File: src/rtl/instr_fetch_queue_pkg.sv
// Shared fetch-stage types and constants for instr_fetch_queue.
// Holds the FSM encoding, FIFO entry layout and PC helpers.
package instr_fetch_queue_pkg;

  localparam int          INSTR_W          = 32;
  localparam logic [31:0] PC_INC           = 32'd4;
  localparam logic [31:0] DEFAULT_RESET_PC = 32'h0000_0000;

  typedef enum logic [1:0] {
    FS_BOOT  = 2'd0,
    FS_RUN   = 2'd1,
    FS_FLUSH = 2'd2
  } fetch_state_e;

  typedef struct packed {
    logic [31:0]        pc;
    logic [INSTR_W-1:0] instr;
  } fetch_entry_t;

  function automatic logic [31:0] word_align(
    input logic [31:0] a
  );
    return {a[31:2], 2'b00};
  endfunction

endpackage

File: src/rtl/instr_fetch_queue_fifo.sv
// Synchronous DEPTH x {pc,instr} FIFO for the fetch queue.
// Clear wins over push/pop; push+pop on a full FIFO is legal.
module instr_fetch_queue_fifo
  import instr_fetch_queue_pkg::*;
#(
  parameter  int DEPTH = 4,
  localparam int AW    = $clog2(DEPTH),
  localparam int CW    = AW + 1
) (
  input  logic          clk,
  input  logic          reset,
  input  logic          clear,
  input  logic          push,
  input  logic [63:0]   din,
  input  logic          pop,
  output logic [63:0]   dout,
  output logic [CW-1:0] count,
  output logic          empty,
  output logic          full
);

  fetch_entry_t  mem_q [DEPTH];
  fetch_entry_t  mem_d [DEPTH];
  logic [AW-1:0] rd_q, rd_d;
  logic [AW-1:0] wr_q, wr_d;
  logic [CW-1:0] cnt_q, cnt_d;
  logic          do_push;
  logic          do_pop;

  assign empty   = (cnt_q == '0);
  assign full    = (cnt_q == CW'(DEPTH));
  assign count   = cnt_q;
  assign dout    = mem_q[rd_q];
  assign do_pop  = pop && !empty;
  assign do_push = push && (!full || do_pop);

  always_comb begin
    mem_d = mem_q;
    rd_d  = rd_q;
    wr_d  = wr_q;
    cnt_d = cnt_q;
    if (clear) begin
      rd_d  = '0;
      wr_d  = '0;
      cnt_d = '0;
    end else begin
      if (do_push) begin
        mem_d[wr_q] = fetch_entry_t'(din);
        wr_d        = wr_q + AW'(1);
      end
      if (do_pop) begin
        rd_d = rd_q + AW'(1);
      end
      cnt_d = cnt_q + CW'(do_push) - CW'(do_pop);
    end
  end

  always_ff @(posedge clk or negedge reset) begin
    if (!reset) begin
      for (int i = 0; i < DEPTH; i++) begin
        mem_q[i] <= '0;
      end
      rd_q  <= '0;
      wr_q  <= '0;
      cnt_q <= '0;
    end else begin
      mem_q <= mem_d;
      rd_q  <= rd_d;
      wr_q  <= wr_d;
      cnt_q <= cnt_d;
    end
  end

endmodule

File: src/rtl/instr_fetch_queue.sv
// Fetch stage: PC, credit-limited imem requests, FIFO to decode, redirect flush.
// Define FETCH_BYPASS_EN for a zero-latency imem response -> decode path.
module instr_fetch_queue
  import instr_fetch_queue_pkg::*;
#(
  parameter int          DEPTH    = 4,
  parameter logic [31:0] RESET_PC = DEFAULT_RESET_PC
) (
  input  logic        clk,
  input  logic        reset,
  output logic        imem_req_valid,
  input  logic        imem_req_ready,
  output logic [31:0] imem_req_addr,
  input  logic        imem_rsp_valid,
  input  logic [31:0] imem_rsp_data,
  input  logic        redirect_valid,
  input  logic [31:0] redirect_pc,
  output logic        dec_valid,
  input  logic        dec_ready,
  output logic [31:0] dec_instr,
  output logic [31:0] dec_pc,
  output logic [31:0] dec_pc_plus_four
);

  localparam int CW = $clog2(DEPTH) + 1;

  fetch_state_e  state_q, state_d;
  logic [31:0]   fetch_pc_q, fetch_pc_d;
  logic [31:0]   rsp_pc_q, rsp_pc_d;
  logic [CW-1:0] outst_q, outst_d;
  logic [CW-1:0] disc_q, disc_d;
  logic [CW-1:0] fifo_count;
  logic [CW-1:0] credits;
  logic [63:0]   fifo_dout;
  logic [31:0]   redir_al;
  logic          fifo_empty;
  logic          fifo_full;
  logic          fifo_push;
  logic          fifo_pop;
  logic          req_fire;
  logic          rsp_live;
  logic          byp;
  fetch_entry_t  head;

  assign redir_al = word_align(redirect_pc);
  assign credits  = outst_q + fifo_count;

  assign imem_req_valid = (state_q == FS_RUN) && !redirect_valid
                       && (credits < CW'(DEPTH)) && !fifo_full;
  assign imem_req_addr  = fetch_pc_q;
  assign req_fire       = imem_req_valid && imem_req_ready;

  // Responses are only kept in RUN; discard>0 always means FLUSH.
  assign rsp_live = imem_rsp_valid && (state_q == FS_RUN)
                 && !redirect_valid;

`ifdef FETCH_BYPASS_EN
  assign byp = rsp_live && fifo_empty;
`else
  assign byp = 1'b0;
`endif

  assign head = byp ? fetch_entry_t'{pc: rsp_pc_q, instr: imem_rsp_data}
                    : fetch_entry_t'(fifo_dout);

  assign dec_valid        = !fifo_empty || byp;
  assign dec_instr        = dec_valid ? head.instr : '0;
  assign dec_pc           = dec_valid ? head.pc : '0;
  assign dec_pc_plus_four = dec_valid ? head.pc + PC_INC : '0;

  assign fifo_pop  = !fifo_empty && dec_ready;
  assign fifo_push = rsp_live && !(byp && dec_ready);

  instr_fetch_queue_fifo #(
    .DEPTH (DEPTH)
  ) u_fifo (
    .clk   (clk),
    .reset (reset),
    .clear (redirect_valid),
    .push  (fifo_push),
    .din   ({rsp_pc_q, imem_rsp_data}),
    .pop   (fifo_pop),
    .dout  (fifo_dout),
    .count (fifo_count),
    .empty (fifo_empty),
    .full  (fifo_full)
  );

  always_comb begin
    state_d    = state_q;
    fetch_pc_d = fetch_pc_q;
    rsp_pc_d   = rsp_pc_q;
    disc_d     = disc_q;
    outst_d    = outst_q + CW'(req_fire) - CW'(imem_rsp_valid);
    // rsp_pc tracks the address of the next live response in order.
    if (redirect_valid) begin
      fetch_pc_d = redir_al;
      rsp_pc_d   = redir_al;
    end else begin
      if (req_fire) fetch_pc_d = fetch_pc_q + PC_INC;
      if (rsp_live) rsp_pc_d   = rsp_pc_q + PC_INC;
    end
    unique case (state_q)
      FS_BOOT: state_d = FS_RUN;
      FS_RUN: begin
        if (redirect_valid) begin
          disc_d = outst_q - CW'(imem_rsp_valid);
          if (disc_d != '0) state_d = FS_FLUSH;
        end
      end
      FS_FLUSH: begin
        disc_d = disc_q - CW'(imem_rsp_valid);
        if (disc_d == '0) state_d = FS_RUN;
      end
      default: state_d = FS_BOOT;
    endcase
  end

  always_ff @(posedge clk or negedge reset) begin
    if (!reset) begin
      state_q    <= FS_BOOT;
      fetch_pc_q <= RESET_PC;
      rsp_pc_q   <= RESET_PC;
      outst_q    <= '0;
      disc_q     <= '0;
    end else begin
      state_q    <= state_d;
      fetch_pc_q <= fetch_pc_d;
      rsp_pc_q   <= rsp_pc_d;
      outst_q    <= outst_d;
      disc_q     <= disc_d;
    end
  end

endmodule

File: config.mk
export PLATFORM = sky130hd
export DESIGN_NAME = instr_fetch_queue
export DESIGN_NICKNAME = d
export VERILOG_FILES = /design/src/rtl/instr_fetch_queue_pkg.sv /design/src/rtl/instr_fetch_queue_fifo.sv /design/src/rtl/instr_fetch_queue.sv
export SDC_FILE = /design/constraint.sdc
export NUM_CORES = 1
export LEC_CHECK = 0
export CAP_MARGIN = 15
export CORE_MARGIN = 2
export CORE_UTILIZATION = 25
export CTS_BUF_LIST = sky130_fd_sc_hd__clkbuf_4 sky130_fd_sc_hd__clkbuf_8
export CTS_CLUSTER_DIAMETER = 80
export CTS_CLUSTER_SIZE = 10
export DETAILED_ROUTE_END_ITERATION = 16
export GPL_TIMING_DRIVEN = 0
export SLEW_MARGIN = 10
export SYNTH_ARGS = -nofsm -noshare
export SYNTH_HDL_FRONTEND = slang
export SYNTH_SLANG_ARGS = --single-unit
File: constraint.sdc
create_clock -name clk -period 4.25 [get_ports clk]
set_input_delay 0.6375 -clock clk [delete_from_list [all_inputs] [get_ports clk]]
set_output_delay 0.6375 -clock clk [all_outputs]
set_load 0.02 [all_outputs]
==> Word level (Yosys, flattened, before mapping) <==
Cells that the tools add are included.
{ "op_classes": {"magnitude_cmp": 4, "n_bitwise": 3, "n_reduce_logical": 26, "addsub": 12, "mux": 24, "eq_ne": 6} }
{ "ops": {"columns": ["cell", "n"], "rows": [
  ["$bwmux 256", 1],
  ["$mux 32", 7],
  ["$mux 64", 3],
  ["$bmux 64 s2", 1],
  ["$demux 64 s2", 1],
  ["$add 32x3->32 const B", 3],
  ["$mux 2", 7],
  ["$sub 3x1->3", 4],
  ["$logic_and 1x1->1", 10],
  ["$reduce_bool 2->1", 5],
  ["$add 3x1->3", 2],
  ["$ge 3x3->1 const B", 2],
  ["$logic_not 3->1", 2],
  ["$mux 3", 2],
  ["$not 2->3", 2],
  ["$pmux 2 s3", 1],
  ["$pmux 3 s2", 1],
  ["$add 2x1->2 const B", 2],
  ["$ne 2x2->1 const B", 2],
  ["$reduce_and 2->1", 2],
  ["$add 3x3->3", 1],
  ["$eq 3x3->1 const B", 1],
  ["$logic_not 1->1", 3],
  ["$lt 3x1->1 const B", 1],
  ["9 further kinds", 9]
]} }
{ "totals": {"in_bits": 70, "ff_bits": 335, "output_inout_bits": 130, "wordCells": 91} }

==> Logic depth before layout (Yosys ltp) <==
Gate-level depths: netlist (run 1).
{ "logic_depth": {"ltp_word": 9, "ltp_mapped": 12, "depth_no_buf": 10} }

==> By module <==
Synthesis (run 1) repeated with hierarchy kept, for this count alone.
{ "unflattened": {"cells_unflattened": 1278, "area_unflattened_um2": 17440.5} }
{ "by_module_without_submodules": {"columns": ["module", "instances", "seq_area_each_um2", "area_per_inst_um2", "cells_each"], "rows": [
  ["instr_fetch_queue_fifo", 1, 6581.3, 12221.7, 665],
  ["instr_fetch_queue", 1, 1701.6, 5218.8, 613]
]} }

==> Worst setup path after synthesis (run 1) <==
Ideal clock, no wire load.
{ "synth_path": {"kind": "reg2out", "startpoint": "register u_fifo.rd_q[0]", "endpoint": "output port dec_pc_plus_four[30]", "path_buffers": 3, "required_ps": 3612, "stages_incl_launch_ff": 11, "t_arrival_ps": 2992, "path_slack_ps": 620, "path_cell_list": "dfrtp_1 > buf_6 > buf_6 > mux4_2 > ha_1 > nand2_1 > o22a_1 > or4_4 > buf_6 > or3_1 > a21oi_1"} }
{ "synth_between": {"elab_chain_cells": 6} }
{ "synth_lines": {"columns": ["element", "line_no", "text"], "rows": [
  ["start: declaration", "instr_fetch_queue_fifo.sv:24", "logic [AW-1:0] rd_q, rd_d;"],
  ["start signal: assignment", "instr_fetch_queue_fifo.sv:68", "rd_q <= rd_d;"],
  ["$not 2->3 (not written as such)", "instr_fetch_queue_fifo.sv:33", "assign dout = mem_q[rd_q];"],
  ["$bmux 64 s2", "instr_fetch_queue_fifo.sv:33", null],
  ["$mux 64 (not written as such) (2 in series)", "instr_fetch_queue_fifo.sv:33", null],
  ["$add 32x3->32", "instr_fetch_queue.sv:69", "assign dec_pc_plus_four = dec_valid ? head.pc + PC_INC : '0;"],
  ["$mux 32", "instr_fetch_queue.sv:69", null],
  ["end: declaration", "instr_fetch_queue.sv:22", "output logic [31:0] dec_pc_plus_four"]
]} }
Every way passes these cells. The select of a mux whose other input is x is not followed.

==> Final worst setup path (run 1) <==
Same ends and word-level chain as after synthesis.

==> out/results.tsv, run 1 <==
metric	value	unit
status	complete, but fails checks	
violated checks	setup timing	
Max Clk Rate	0.2319	GHz
initial core utilization	25.22	%
CP Data Required Time	3.61	ns
largest net degree at the start of global routing	122	
routed len/inst	19.55	um
first-pass GRT wire length	72.98	mm
total iterations of the first detailed-routing run	5	
peak supply drop	0.1986	mV
RSZ-0062 raised after global routing	true	
reg2reg start	u_fifo.count[1]$_DFF_PN0_	
register area	8083	um2
final worst slack	-0.06292	ns
initial antenna violation count	6	
clock sink total	323	
Crit Path Class	reg2out	
core area	64230	um2
Site Rows	93	
Layout Utilization	31.53	%
sequential area share after synthesis	49.90	%
later-pin clock latency in the skew report	0.59	ns
H-tree Lvls	2	
gpl congestion	0.8432	
root buffer cell	clkbuf_8	
Layout area overhead	25.02	%
final setup fails	2	
gr usage total	14.08	%
commonest cells in the netlist	323 x dfrtp_1, 244 x mux2_2, 78 x nand2_1	
fin crit share	101.5	%
setup tns final	-0.09621	ns
cell area after synthesis	16200	um2
# hold bufs at CTS	0	
via/cell ratio	4.797	
final net count	1650	
Final Critical Period	4.313	ns
Worst Skew	0.04558	ns
via count	11640	
Mean Syn Cell Area	12.43	um2
Hold Vio Cnt, Final	0	
Worst Path Arrival	3.68	ns
Slew Limit Fails	0	
DIE AREA	66850	um2
Routed WL	47.42	mm
Yosys top cell by area	dfrtp_1	
Synth top area share	49.90	%
dpl ws	-0.2833	ns
starting DRC count in detailed routing	820	
worst-case clock buffer depth	3	
die width	258.6	um
Antenna Nets Post-Route	0	
DPL Wire Length	34.64	mm
Hold Path Class	in2async	
GR Overflow Total	0	
Power Density	629.9	nW/um2
total power	12.76	mW
DRC viols	0	
slew at the pin closest to its max-slew limit	1.129	ns
Top FF cell, synth	dfrtp_1	
area of the multi-input gates	7756	um2
slew margin rel.	24.13	%
Clock Pin Slew Worst Setup and Hold Paths	0.07	ns
CP Max Fanout	5	
max-cap viol count	0	
Synth cell types	54	
Post-synth EDFFs	0	
Seq cells post-synth	323	
vias in the first global route	12140	
die span in y	258.6	um
count leader, synth	dfrtp_1	
total leakage power	8.606	nW
Startpoint Class	flip-flop	
cts bufs inserted	39	
critical path capture point type	output pin	
Synth warnings	0	
fillers	6519	
Buffers on Ports	190	
FFs w/ async S/R, synth	100.0	%
share of cells above drive strength 1	28.25	%
synth top area cells	dfrtp_1 50%, mux2_2 17%, mux4_2 8.3%	
Syn Inst Count	1303	
Critical R2R Capture	outst_q[2]$_DFF_PN0_	
R2R cell count	12	
I/O pin cnt	200	
CTS tree	done	
r2r setup slk	0.89	ns
## critical path, cell delays in order, from the launching register on
cell	delay, ns
dfrtp_1	0.42
buf_12	0.15
buf_12	0.12
mux4_2	0.43
ha_4	0.19
nand2_2	0.06
o22a_4	0.24
or4_4	0.60
buf_6	0.17
or3_4	0.38
a21oi_4	0.18
buf_6	0.14
## report_power, final
part	leakage, nW	switching, mW	internal (mW)
clock network	0.335	1.13	0.962
registers	4.16	0.512	3.91
logic	4.11	3.17	3.07
total	8.61	4.82	7.94
## through the flow
stage | instance area [um2] | cells | hold slack, ns
floorplan | 16220 | 1308 | 0.3419
global placement | 19190 | 2353 | 0.4572
detailed placement | 19250 | 2355 | 0.4690
CTS | 20080 | 2413 | 0.07197
global route | 20250 | 2426 | 0.1143
finish | 20250 | 2426 | 0.08650
## cell usage in the layout (no fill, tap or decap), types with 5 or more instances in the layout
cell type / n
buf_6: 8
or4_4: 6
or4_1: 8
nand3_1: 25
mux2_2: 243
xnor2_1: 25
clkdlybuf4s50_1: 172
dfrtp_1: 323
conb_1: 6
clkbuf_8: 42
o31ai_1: 7
xor2_1: 25
nor2_1: 48
a21oi_2: 5
and4_1: 8
clkbuf_2: 5
or3_1: 18
and2_1: 66
clkbuf_1: 54
o21ai_0: 46
mux2i_1: 5
nor3_1: 7
a31oi_1: 12
nor4_1: 7
nand4_1: 30
buf_4: 27
mux4_2: 60
nand2_1: 77
inv_1: 30
and3_1: 22
o211ai_1: 11
buf_2: 16
ha_1: 15
a21oi_1: 29
## layout make-up
cell class	count	area share, %
diodes	3	0.03707
inverters	30	0.5560
well taps	855	5.282
multi-input cells	866	38.30
plain buffers	89	2.169
clock buffers	43	2.891
repair buffers	213	10.58
clock inverters	4	0.2718
flip-flops and latches	323	39.91
## cell families after synthesis
kind of cell / Yosys count / synth area share, %
and+or+nand+nor: 344 / 11.52
DFF: 323 / 49.90
muxes: 311 / 25.94
AOI/OAI and AO/OA: 137 / 5.206
buffers and inverters: 119 / 3.229
xor gates and xnor gates: 50 / 2.703
adders and majority gates: 18 / 1.483
other: 1 / 0.02315
## state kept, by name, summed over array words and instances, names as in the netlist
register / count
u_fifo.mem_q: 248
imem_req_addr: 30
rsp_pc_q: 30
disc_q: 3
outst_q: 3
u_fifo.count: 3
state_q: 2
u_fifo.rd_q: 2
u_fifo.wr_q: 2
## routing by layer
metal  track usage [%]  wire length (um)
met3             2.729              2765
met2             22.89             22380
met1             18.95             21200
met5                 0                22
met4             4.335              1053
## worst max path at each step
stage                                          start                            end  slack, ns  cells past startpoint
after floorplan           u_fifo.rd_q[0]$_DFFE_PN0P_           dec_pc_plus_four[30]       0.62                     10
after global placement                         reset  u_fifo.mem_q[170]$_DFFE_PN0P_     -11.13                      1
after detailed placement  u_fifo.rd_q[0]$_DFFE_PN0P_           dec_pc_plus_four[30]      -0.28                     11
after CTS                 u_fifo.rd_q[0]$_DFFE_PN0P_           dec_pc_plus_four[30]      -0.08                     11
after global routing      u_fifo.rd_q[0]$_DFFE_PN0P_           dec_pc_plus_four[30]      -0.14                     11
final                     u_fifo.rd_q[0]$_DFFE_PN0P_           dec_pc_plus_four[30]      -0.06                     11
## timing repair
item / CTS / global route
setup endpoints to repair: 77 / 17
pin swaps: 12 / 11
setup buffers: 10 / 10
cloned: 1 / 0
resized for setup: 68 / 28
hold endpoints to repair: 0 / 0
No activity file was read; power rests on OpenSTA's default activity.
==> run 2, diff against run 1 <==
Settings changed: CELL_PAD_IN_SITES_DETAIL_PLACEMENT set to 1, CELL_PAD_IN_SITES_GLOBAL_PLACEMENT set to 2, PLACE_DENSITY_LB_ADDON set to 0.1.
==> run 2 against run 1 <==
The flow still finishes with violations (setup timing). Sequential share of layout area decreased by 0.060 points. Register-to-register slack got worse by 0.14 ns. Global-route usage up 2.1 points. Clock power about the same. Setup slack better by 0.045 ns. Clock skew down 0.0031 ns. Flip-flop and latch count is the same. Via count shrank 1.7%. Sequential power about the same. Hold slack improved by 0.40 ns. Fmax is 1.1% higher. Design area rose by 0.17%. Largest cell class unchanged. Largest power group unchanged. Highest routed layer is now met4.
==> out/results.tsv, run 2 (synthesized netlist as in run 1, its figures left out) <==
metric	value	unit	change
largest net degree at the start of global routing	105		-14%
vias in the first global route	12590		+3.6%
Crit-path slowest cell	or4_4		
gpl congestion	0.7331		-13%
share of cells above drive strength 1	29.01	%	+0.75 points
fin crit share	100.4	%	-1.1 points
die span in y	258.6	um	unchanged
CP Data Required Time	3.61	ns	about the same
DRC viols	0		unchanged
total power	12.91	mW	+1.2%
CTS tree	done		
Layout Cells excl Fill	2440		+0.58%
initial antenna violation count	3		-3
final worst slack	-0.01787	ns	+0.04505 ns
status	complete, but fails checks		
starting DRC count in detailed routing	417		-49%
Antenna Nets Post-Route	0		unchanged
DPL Wire Length	38.32	mm	+11%
RSZ-0062 raised after global routing	true		
slew at the pin closest to its max-slew limit	1.155	ns	+0.02547 ns
peak supply drop	0.2214	mV	+12%
critical path, cell by cell	buf_12 -> buf_12 -> mux4_2 -> ha_4 -> nand2_2 -> o22a_4 -> or4_4 -> buf_6 -> or3_4 -> a21oi_4 -> buf_6		
Slew Limit Fails	0		unchanged
Layout area overhead	25.23	%	
initial core utilization	25.22	%	unchanged
total leakage power	8.635	nW	+0.34%
final setup fails	1		-1
via count	11440		-1.7%
Buffers on Ports	190		unchanged
Max Clk Rate	0.2343	GHz	+1.1%
core area	64230	um2	unchanged
total iterations of the first detailed-routing run	6		+1
Critical R2R Capture	outst_q[2]$_DFF_PN0_		
Routed WL	53.63	mm	+13%
Power Density	636.4	nW/um2	+1.0%
critical path capture point type	output pin		
die width	258.6	um	unchanged
R2R cell count	12		unchanged
I/O pin cnt	200		unchanged
clock sink total	323		unchanged
later-pin clock latency in the skew report	0.63	ns	+0.04 ns
worst-case clock buffer depth	3		unchanged
Hold Vio Cnt, Final	0		unchanged
slew margin rel.	22.42	%	-1.7 points
Worst path max stage delay	0.54	ns	-0.06 ns
DIE AREA	66850	um2	unchanged
largest register by flop count	u_fifo.mem_q		
Hold Path Class	reg2reg		
Startpoint Class	flip-flop		
commonest non-fill, non-tap cell in the layout	dfrtp_1		
root buffer cell	clkbuf_8		
Clock Pin Slew Worst Setup and Hold Paths	0.09	ns	+0.02 ns
via/cell ratio	4.689		-2.3%
worst setup path start	u_fifo.rd_q[0]$_DFFE_PN0P_		
routed len/inst	21.98	um	+12%
Site Rows	93		unchanged
most frequent cells in the layout	322 x dfrtp_1, 243 x mux2_2, 168 x clkdlybuf4s50_1		
Layout Utilization	31.58	%	+0.053 points
GR Overflow Total	0		unchanged
reg2reg start	u_fifo.count[1]$_DFF_PN0_		
WHS	0.4828	ns	+0.3963 ns
max-cap viol count	0		unchanged
violated checks	setup timing		
final net count	1659		+0.55%
cts bufs inserted	39		unchanged
H-tree Lvls	2		unchanged
r2r setup slk	0.75	ns	-0.14 ns
gr usage total	16.14	%	+2.1 points
Crit Path Class	reg2out		
max FFs per register	248		unchanged
first-pass GRT wire length	81.76	mm	+12%
Final Critical Period	4.268	ns	-0.04505 ns
placed cells	2357		+0.085%
CP Max Fanout	5		unchanged
capture point of the worst path	dec_pc_plus_four[30]		
Worst Skew	0.04246	ns	-0.003124 ns
Worst Path Arrival	3.63	ns	-0.05 ns
## run 2: cell types whose count changed in the layout (fill, tap and decap cells not counted), sizes merged, moves of 2 or more
cell	before	now
buf	62	69
clkdlybuf4s50	172	168
clkbuf	102	104
dlygate4sd2	4	7
diode	3	6
## run 2: report_power, final
group          switching (mW)  internal, mW
clock network            1.21         0.901
logic                    3.25          3.11
registers               0.525          3.91
## run 2: layout make-up
type / count / area, um2
fillers: 6996 / 43950
flip-flops and latches: 323 / 8084
well taps: 855 / 1070
inverters: 30 / 112.6
clock inverters: 6 / 46.29
multi-input cells: 866 / 7726
repair buffers: 222 / 2195
clock buffers: 43 / 579.3
diodes: 6 / 15.01
plain buffers: 89 / 457.9
## run 2: worst min-delay path by stage
| stage | start | to | slack (ns) | cells after the start |
|---|---|---|---|---|
| after floorplan | reset | disc_q[0]$_DFFE_PN0P_ | 0.34 | 0 |
| after global placement | u_fifo.mem_q[188]$_DFFE_PN0P_ | u_fifo.mem_q[188]$_DFFE_PN0P_ | 0.46 | 2 |
| after detailed placement | u_fifo.mem_q[253]$_DFFE_PN0P_ | u_fifo.mem_q[253]$_DFFE_PN0P_ | 0.47 | 2 |
| after CTS | reset | u_fifo.mem_q[209]$_DFFE_PN0P_ | 0.46 | 2 |
| after global routing | reset | u_fifo.mem_q[209]$_DFFE_PN0P_ | 0.49 | 2 |
| final | u_fifo.mem_q[189]$_DFFE_PN0P_ | u_fifo.mem_q[189]$_DFFE_PN0P_ | 0.48 | 2 |
## run 2: through the flow
step | TNS [ns] | worst slack, ns | area (um2)
after global placement | -4177.80 | -12.98 | 19190
after global routing | -0.7158 | -0.1631 | 20280
after floorplan | 0 | 0.6201 | 16220
after detailed placement | -3.640 | -0.5803 | 19280
after CTS | -1.081 | -0.1810 | 20180
final | -0.01787 | -0.01787 | 20290
## run 2: repair_timing
action | 4_1_cts | 5_1_grt
gates resized for setup | 82 | 27
gates cloned | 1 | 0
setup endpoints to repair | 59 | 35
endpoints found under the hold margin | 44 | 0
setup buffers | 20 | 6
pin swaps | 13 | 7
hold buffers | 1 | 0
## run 2: per-layer routing
| metal | vias to the layer above | track usage (%) | wire length, um |
|---|---|---|---|
| li1 | 5241 | - | - |
| met1 | 5996 | 21.90 | 24920 |
| met2 | 162 | 27.19 | 26250 |
| met3 | 42 | 2.631 | 1721 |
| met4 | 0 | 3.259 | 743 |
| met5 | - | 0 | 0 |
## run 2: critical path, delay by kind of cell, from the launching register on
kind | cells | cell delay [ns]
fa+ha+maj | 1 | 0.18
mux | 1 | 0.40
simple gates | 3 | 0.97
buf+inv | 4 | 0.56
compound gates | 2 | 0.42
flops | 1 | 0.45
==> run 3, diff against run 2 <==
Settings changed: MAX_ROUTING_LAYER set to met4.
==> run 3 against run 2 <==
The run still ends with setup timing left. Sequential power hardly changed. Sequential share of layout area hardly changed. First-iteration DRC count is 13% higher. Clock-buffer cell count stayed put. Hold slack worse by 0.00085 ns. Critical path depth stayed put. Flip-flop and latch count stayed put. Design area hardly changed. Fmax hardly changed. Register-to-register slack worse by 0.02 ns. Non-clock buffer count is 1 higher. Critical path type unchanged.
==> out/results.tsv, run 3 (synthesized netlist as in run 1, its figures left out) <==
metric	value	unit	change
status	complete, but fails checks		
violated checks	setup timing		
max FFs per register	248		unchanged
peak supply drop	0.2203	mV	-0.50%
core area	64230	um2	unchanged
clock share of power	16.3	%	about the same
Site Rows	93		unchanged
Net Switching	4.992	mW	about the same
H-tree Lvls	2		unchanged
Max Clk Rate	0.2341	GHz	about the same
reg2reg start	u_fifo.count[1]$_DFF_PN0_		
RSZ-0062 raised after global routing	true		
root buffer cell	clkbuf_8		
most frequent cells in the layout	322 x dfrtp_1, 243 x mux2_2, 168 x clkdlybuf4s50_1		
gpl congestion	0.7420		+1.2%
Final Critical Period	4.271	ns	+0.003559 ns
Net Sw Frac	38.65	%	about the same
r2r setup slk	0.73	ns	-0.02 ns
CTS tree	done		
Slew Limit Fails	0		unchanged
register area	8084	um2	unchanged
Worst Path Arrival	3.63	ns	about the same
CP Max Fanout	5		unchanged
routed len/inst	21.97	um	about the same
I/O pin cnt	200		unchanged
critical path capture point type	output pin		
Antenna Nets Post-Route	0		unchanged
Startpoint Class	flip-flop		
total iterations of the first detailed-routing run	4		-2
worst-case clock buffer depth	3		unchanged
die width	258.6	um	unchanged
worst hold endpoint	u_fifo.mem_q[189]$_DFFE_PN0P_		
share of cells above drive strength 1	29.05	%	+0.045 points
WHS	0.4820	ns	-0.0008490 ns
DPL Wire Length	38.32	mm	unchanged
commonest non-fill, non-tap cell in the layout	dfrtp_1		
later-pin clock latency in the skew report	0.62	ns	about the same
DRC viols	0		unchanged
Worst Skew	0.04094	ns	-0.001516 ns
slew at the pin closest to its max-slew limit	1.117	ns	-0.03778 ns
Hold Vio Cnt, Final	0		unchanged
total leakage power	8.640	nW	about the same
area of the multi-input gates	7726	um2	unchanged
final setup fails	1		unchanged
fin crit share	100.5	%	about the same
R2R cell count	12		unchanged
clock sink total	323		unchanged
Routed WL	53.62	mm	about the same
Hold Path Class	reg2reg		
Clock Pin Slew Worst Setup and Hold Paths	0.08	ns	about the same
final worst slack	-0.02143	ns	-0.003559 ns
Critical R2R Capture	outst_q[2]$_DFF_PN0_		
part of the power in registers	34.3	%	about the same
worst hold path cell count	2		unchanged
via/cell ratio	4.679		-0.21%
max-cap viol count	0		unchanged
final net count	1660		+0.060%
Buffers on Ports	190		unchanged
total power	12.92	mW	about the same
initial core utilization	25.22	%	unchanged
CP Data Required Time	3.61	ns	about the same
DIE AREA	66850	um2	unchanged
first-pass GRT wire length	81.70	mm	about the same
initial antenna violation count	3		unchanged
via count	11420		-0.17%
largest register by flop count	u_fifo.mem_q		
P_int	7.925	mW	about the same
gr usage total	16.65	%	+0.51 points
vias in the first global route	12590		+0.048%
Crit Path Class	reg2out		
cts bufs inserted	39		unchanged
GR Overflow Total	0		unchanged
Layout Utilization	31.59	%	about the same
largest net degree at the start of global routing	105		unchanged
Power Density	636.5	nW/um2	about the same
slew margin rel.	24.96	%	+2.5 points
fillers	6997		+0.014%
Layout area overhead	25.27	%	about the same
combinational power share	49.4	%	about the same
die span in y	258.6	um	unchanged
hold path start	u_fifo.mem_q[189]$_DFFE_PN0P_		
starting DRC count in detailed routing	470		+13%
==> run 3: cell types whose count changed in the layout (fill, tap and decap cells not counted), sizes merged <==
cell and delta:
buf +1
==> run 3: worst max path at each step <==
| stage | slack, ns | startpoint | end | cells past startpoint |
|---|---|---|---|---|
| finish | -0.02 | u_fifo.rd_q[0]$_DFFE_PN0P_ | dec_pc_plus_four[30] | 11 |
| global route | -0.17 | u_fifo.rd_q[0]$_DFFE_PN0P_ | dec_pc_plus_four[30] | 11 |
| CTS | -0.18 | u_fifo.rd_q[0]$_DFFE_PN0P_ | dec_pc_plus_four[30] | 11 |
| detailed placement | -0.58 | u_fifo.rd_q[0]$_DFFE_PN0P_ | dec_pc_plus_four[30] | 11 |
| global placement | -12.98 | reset | u_fifo.mem_q[177]$_DFFE_PN0P_ | 1 |
| floorplan | 0.62 | u_fifo.rd_q[0]$_DFFE_PN0P_ | dec_pc_plus_four[30] | 10 |
==> run 3: final cells by class <==
| class | instances | area share, % |
|---|---|---|
| multi-input combinational | 866 | 38.07 |
| clock inverter | 6 | 0.2281 |
| antenna | 6 | 0.07399 |
| buffer | 89 | 2.257 |
| timing repair buffer | 223 | 10.85 |
| clock buffer | 43 | 2.855 |
| inverter | 30 | 0.5549 |
| tap | 855 | 5.272 |
| sequential | 323 | 39.84 |
==> run 3: what timing repair did <==
| item | 4_1_cts | 5_1_grt |
|---|---|---|
| gates resized for setup | 82 | 27 |
| endpoints found under the setup margin | 59 | 35 |
| hold buffers | 1 | 0 |
| cloned | 1 | 0 |
| endpoints found under the hold margin | 44 | 0 |
| pin swaps | 13 | 7 |
| buffers inserted | 20 | 7 |
==> run 3: power groups by stage <==
stage	Combinational, mW	Clock [mW]	Sequential (mW)
final	6.38	2.10	4.43
after floorplan	3.70	0	4.34
after global routing	6.92	2.35	4.56
after CTS	6.47	2.26	4.44
after global placement	6.13	0	4.48
after detailed placement	6.21	0	4.50
==> run 3: critical path, cell delays in order, from the launching register on <==
cell	delay (ns)
dfrtp_2	0.45
buf_12	0.14
buf_12	0.12
mux4_2	0.40
ha_4	0.18
nand2_2	0.06
o22a_4	0.26
or4_4	0.54
buf_6	0.16
or3_4	0.37
a21oi_4	0.17
buf_6	0.14
==> run 3: stage by stage <==
stage               setup WS, ns   TNS, ns  instances  cell area, um2
floorplan                 0.6201         0       1308           16220
global placement          -12.98  -4177.80       2353           19190
detailed placement       -0.5803    -3.640       2357           19280
CTS                      -0.1810    -1.081       2428           20180
global route             -0.1696   -0.7605       2439           20290
finish                  -0.02143  -0.02143       2441           20290
==> run 3: metal layers <==
| metal | track usage (%) | part of all wire [%] | vias to the layer above |
|---|---|---|---|
| met5 | - | 0 | - |
| met4 | 3.259 | 1.4 | 0 |
| met3 | 2.465 | 3.1 | 44 |
| met2 | 27.18 | 49 | 165 |
| met1 | 22.06 | 46 | 5978 |
| li1 | - | - | 5235 |
